## src/rtl/rotate_mode_ctrl.sv

```systemverilog
// Run-time rotation-mode controller: queues mode requests and applies them,
// together with a geometry snapshot, only at a camera frame boundary.
module rotate_mode_ctrl #(
  parameter int DEF_WIDTH   = 640,
  parameter int DEF_HIGH    = 480,
  parameter int MASK_FRAMES = 1
) (
  input  logic       cam_pclk,
  input  logic       rst_n,
  input  logic       cmos_frame_vsync,
  input  logic [1:0] mode_req,
  input  logic       mode_req_valid,
  output logic       mode_req_ready,
  input  logic       key_next,
  input  logic [9:0] img_width,
  input  logic [9:0] img_high,
  output logic [7:0] change_en,
  output logic [9:0] t_width,
  output logic [9:0] t_high,
  output logic [9:0] out_width,
  output logic [9:0] out_high,
  output logic [1:0] mode_cur,
  output logic       frame_mask,
  output logic       switch_done,
  output logic [1:0] fsm_state
);

  typedef enum logic [1:0] {
    ST_RUN   = 2'd0,
    ST_PEND  = 2'd1,
    ST_APPLY = 2'd2,
    ST_MASK  = 2'd3
  } state_t;

  localparam logic [9:0] DEF_W  = DEF_WIDTH[9:0];
  localparam logic [9:0] DEF_H  = DEF_HIGH[9:0];
  localparam logic [2:0] MASK_N = MASK_FRAMES[2:0];

  function automatic logic [7:0] mode_code(input logic [1:0] m);
    logic [7:0] c;
    case (m)
      2'd0:    c = 8'h46;
      2'd1:    c = 8'h43;
      2'd2:    c = 8'h44;
      default: c = 8'h15;
    endcase
    return c;
  endfunction

  state_t     state;
  logic [1:0] pend_mode;
  logic [2:0] mask_cnt;
  logic       vs_d0;
  logic       vs_d1;
  logic       vs_pos;

  logic       accept_win;
  logic [1:0] base_mode;
  logic       req_any;
  logic [1:0] req_target;

  assign vs_pos    = vs_d0 & ~vs_d1;
  assign fsm_state = state;

  // Handshake: a request transfers on any rising cam_pclk edge where
  // mode_req_valid and mode_req_ready are both high; key_next is a one-cycle
  // pulse that behaves like a request for the next mode, but only when no
  // mode_req_valid is present in that cycle and the controller is ready.
  always_comb begin
    accept_win = 1'b0;
    base_mode  = mode_cur;
    req_any    = 1'b0;
    req_target = mode_cur;
    accept_win = (state == ST_RUN) || (state == ST_PEND);
    base_mode  = (state == ST_PEND) ? pend_mode : mode_cur;
    req_any    = accept_win & (mode_req_valid | key_next);
    req_target = mode_req_valid ? mode_req : base_mode + 2'd1;
  end

  always_ff @(posedge cam_pclk or negedge rst_n) begin
    if (!rst_n) begin
      state          <= ST_RUN;
      pend_mode      <= 2'd0;
      mask_cnt       <= 3'd0;
      vs_d0          <= 1'b0;
      vs_d1          <= 1'b0;
      mode_req_ready <= 1'b1;
      change_en      <= 8'h46;
      t_width        <= DEF_W;
      t_high         <= DEF_H;
      out_width      <= DEF_W;
      out_high       <= DEF_H;
      mode_cur       <= 2'd0;
      frame_mask     <= 1'b0;
      switch_done    <= 1'b0;
    end else begin
      vs_d0       <= cmos_frame_vsync;
      vs_d1       <= vs_d0;
      switch_done <= 1'b0;
      case (state)
        ST_RUN: begin
          // A vs_pos in this cycle is deliberately ignored: the request waits a frame.
          if (req_any && (req_target != mode_cur)) begin
            pend_mode <= req_target;
            state     <= ST_PEND;
          end
        end
        ST_PEND: begin
          if (req_any) begin
            pend_mode <= req_target;
            if (req_target == mode_cur) begin
              state <= ST_RUN;
            end else if (vs_pos) begin
              state          <= ST_APPLY;
              mode_req_ready <= 1'b0;
            end
          end else if (vs_pos) begin
            state          <= ST_APPLY;
            mode_req_ready <= 1'b0;
          end
        end
        ST_APPLY: begin
          change_en   <= mode_code(pend_mode);
          mode_cur    <= pend_mode;
          t_width     <= img_width;
          t_high      <= img_high;
          out_width   <= pend_mode[0] ? img_high : img_width;
          out_high    <= pend_mode[0] ? img_width : img_high;
          switch_done <= 1'b1;
          mask_cnt    <= MASK_N;
          if (MASK_N != 3'd0) begin
            state      <= ST_MASK;
            frame_mask <= 1'b1;
          end else begin
            state          <= ST_RUN;
            mode_req_ready <= 1'b1;
          end
        end
        ST_MASK: begin
          if (vs_pos) begin
            mask_cnt <= mask_cnt - 3'd1;
            if (mask_cnt <= 3'd1) begin
              frame_mask     <= 1'b0;
              mode_req_ready <= 1'b1;
              state          <= ST_RUN;
            end
          end
        end
      endcase
    end
  end

endmodule

```

## config.mk

```make
export PLATFORM = sky130hd
export DESIGN_NAME = rotate_mode_ctrl
export DESIGN_NICKNAME = d
export VERILOG_FILES = /design/src/rtl/rotate_mode_ctrl.sv
export SDC_FILE = /design/constraint.sdc
export NUM_CORES = 1
export LEC_CHECK = 0
export CAP_MARGIN = 10
export CORE_MARGIN = 8
export CORE_UTILIZATION = 45
export CTS_CLUSTER_DIAMETER = 50
export DETAILED_ROUTE_END_ITERATION = 16
export GPL_ROUTABILITY_DRIVEN = 0
export PLACE_DENSITY_LB_ADDON = 0.08
export SYNTH_ARGS = -nofsm -noshare
export SYNTH_HDL_FRONTEND = slang
export SYNTH_SLANG_ARGS = --single-unit
```

## constraint.sdc

```tcl
create_clock -name cam_pclk -period 3.6 [get_ports cam_pclk]
set_input_delay 0.9 -clock cam_pclk [delete_from_list [all_inputs] [get_ports cam_pclk]]
set_output_delay 0.9 -clock cam_pclk [all_outputs]
set_load 0.02 [all_outputs]
```

==> impl_metrics.json <==
{
  "outcome": "completed",
  "grt_usage_pct": 15.9,
  "port_buffers": 78,
  "clock_sinks": 59,
  "rows": 28,
  "antenna_left": 0,
  "switchingPower_mw": 1.38,
  "die_y_microns": 93.0,
  "routed_wl_microns": 6490,
  "ys.flop_type": "dfrtp_1",
  "critPathBufInv": 1,
  "synth_cell_types": 41,
  "synthCells": 270,
  "synth_edf_count": 0,
  "die_w_microns": 93.0,
  "hold_class": "register to register",
  "grt_max_degree": 68,
  "period_needed_ns": 2.57,
  "p_comb_share_pct": 49.5,
  "ios": 82,
  "rsz0062_at_grt": "no",
  "syn-cell-area_sq_um": 2670,
  "dp_slack_ns": 1.03,
  "antenna_found_initial": 0,
  "critical_path.max_fanout": 17,
  "required_ns": 2.70,
  "drc": 0,
  "power.density_nw_per_um2": 952,
  "die_area_sq_um": 8640,
  "tightest_slew_ns": 0.750,
  "synth_warnings": 0,
  "crit_path_max_incr_delay_ns": 0.70,
  "layout-drive-gt1-share_pct": 11.1,
  "setup_viol_count_final": 0,
  "syn_area_per_cell_sq_um": 9.87,
  "cts_resized": 0,
  "whs_ns": 0.382,
  "fin_nets": 374,
  "hpwl_microns": 4600,
  "drt_first_pass_iters": 4,
  "cts.path.max_buffers": 2,
  "p_int_mw": 2.08,
  "slew_headroom_pct": 49.7,
  "cts_made_buffers": 9,
  "crit_type": "register to output port",
  "worstSetupEndpointType": "output port",
  "ir_drop_mv": 0.550,
  "fin_crit_sh_pct": 71.5,
  "root_buffer": "clkbuf_8",
  "cts_setup_buffers": 0,
  "start_kind": "register",
  "fillers": 523,
  "hold_viol": 0,
  "vias": 2068,
  "htree_num_levels": 3,
  "clkTransAtPathRegs_ns": 0.06,
  "maxSlewViolCount": 0,
  "ys_seq_area_share_pct": 56.2,
  "path_cells": "clkdlybuf4s50_1",
  "seq_power_share_pct": 36.1,
  "fin_setup_tns_ns": 0,
  "hold_buffers": 0,
  "overflow": 0,
  "first_iter_violations": 63,
  "async_flop_share_pct": 100,
  "cts_tree": "built",
  "fmax_mhz": 389,
  "wl_per_cell_microns": 15.3,
  "n_antenna_cell": 0,
  "cp_top_family": "buffers and inverters",
  "yosys_register_bits": 59,
  "fin_ws_ns": 1.03,
  "insertion_delay_ns": 0.33,
  "start_util_pct": 45.8,
  "crit_path_top_delay_cell": "clkdlybuf4s50_1",
  "grt_pass1_vias": 2087,
  "grt_pass1_wl_microns": 10700,
  "maxCapViolations": 0,
  "avgViaCountPerCell": 4.87,
  "switching_share_pct": 39.8,
  "clock_skew_ns": 0.00947,
  "syn_to_final_growth_pct": 36.3,
  "core-area_sq_um": 5820,
  "arrival_ns": 1.67,
  "p_leak_nw": 1.67,
  "clkPwrFrac_pct": 14.4
}
==> power groups by stage <==
stage	Combinational, mW	Sequential [mW]	Clock, mW
after floorplan	0.676	1.55	0
after global placement	1.71	1.25	0
after detailed placement	1.73	1.26	0
after CTS	1.74	1.25	0.518
after global routing	1.87	1.30	0.548
final	1.71	1.25	0.499
==> synth_stat cells, types with 2 or more instances <==
| library cell | n | area share, % |
|---|---|---|
| a31oi_1 | 2 | 0.47 |
| a21o_1 | 2 | 0.56 |
| ha_1 | 2 | 0.94 |
| buf_4 | 3 | 0.85 |
| nand2_1 | 91 | 13 |
| xor2_1 | 3 | 0.99 |
| xnor2_1 | 2 | 0.66 |
| mux2i_1 | 22 | 8.3 |
| clkbuf_1 | 9 | 1.3 |
| o21ai_0 | 29 | 5.4 |
| o22a_1 | 2 | 0.66 |
| a21oi_1 | 3 | 0.56 |
| nand2b_1 | 3 | 0.70 |
| dfstp_2 | 16 | 16 |
| nor2b_1 | 3 | 0.70 |
| buf_2 | 6 | 1.1 |
| inv_1 | 5 | 0.70 |
| nor2_1 | 2 | 0.28 |
| dfrtp_1 | 43 | 40 |
==> area by class of cell <==
type                    instances  area, sq um  area share, %
flip-flops and latches         59         1500           41.2
multi-input cells             187         1050           29.0
repair buffers                 82          806           22.2
clock buffers                  10          128           3.51
well taps                      75         93.8           2.58
clock inverters                 6         32.5          0.896
inverters                       6         22.5          0.620
==> layout by cell type, fill, tap and decap left out, drive strengths merged, types with 2 or more instances in the layout <==
master / Yosys / layout
nand2b: 3 / 3
dfstp: 16 / 16
nor2: 2 / 2
a21o: 2 / 2
clkbuf: 10 / 10
a21oi: 3 / 3
nor2b: 3 / 3
conb: 1 / 3
clkinv: 1 / 6
a31oi: 2 / 2
clkdlybuf4s50: 0 / 77
xnor2: 2 / 2
o21ai: 29 / 29
dfrtp: 43 / 43
mux2i: 22 / 22
buf: 10 / 5
xor2: 3 / 3
o22a: 2 / 2
inv: 5 / 5
ha: 2 / 2
nand2: 91 / 91
==> state kept, by name, indices dropped and copies added, names as in the netlist, named ones only <==
register	cells
switch_done	1
out_high	10
t_width	10
mode_req_ready	1
change_en	5
vs_d0	1
pend_mode	2
frame_mask	1
vs_d1	1
mode_cur	2
fsm_state	1
t_high	10
out_width	10
mask_cnt	3
==> routing by layer <==
layer / global-route usage (%) / share of wire, % / up-vias
li1: - / - / 1037
met1: 18.8 / 43 / 975
met2: 24.2 / 47 / 50
met3: 8.25 / 9.0 / 6
met4: 5.64 / 1.0 / 0
met5: 0 / 0 / -
==> worst paths after layout <==
| kind | from | end | slack, ns | cells past startpoint |
|---|---|---|---|---|
| max in group asynchronous | rst_n | change_en[1] | 2.36 | 2 |
| min | vs_d0 | vs_d1 | 0.38 | 0 |
| max reg2reg | fsm_state[0] | change_en[6] | 1.61 | 4 |
| min reg2reg | vs_d0 | vs_d1 | 0.38 | 0 |
| min in group asynchronous | rst_n | t_high[9] | 0.50 | 1 |
| max | register | fsm_state[1] | 1.03 | 1 |
==> cell families (layout without fill, tap and decap cells) <==
family                     count (synthesis)  after routing  synth area share (%)
and+or+nand+nor                          108            108                  17.1
DFF                                       59             59                  56.2
AOI/OAI and AO/OA                         46             46                  10.2
buffers and inverters                     26            104                  4.69
muxes                                     22             22                  8.26
xor gates and xnor gates                   6              6                  2.49
adders and majority gates                  2              2                 0.939
other                                      1              3                 0.141
==> metrics by stage <==
stage | std cells | cell area (sq um) | util (%) | total power, mW
6_report | 425 | 3630 | 62.5 | 3.46
5_1_grt | 425 | 3630 | 62.5 | 3.71
4_1_cts | 425 | 3630 | 62.5 | 3.51
3_5_place_dp | 409 | 3470 | 59.7 | 2.99
3_3_place_gp | 409 | 3470 | 59.7 | 2.96
2_1_floorplan | 272 | 2670 | - | 2.23
Power figures use the tool's default switching activity.
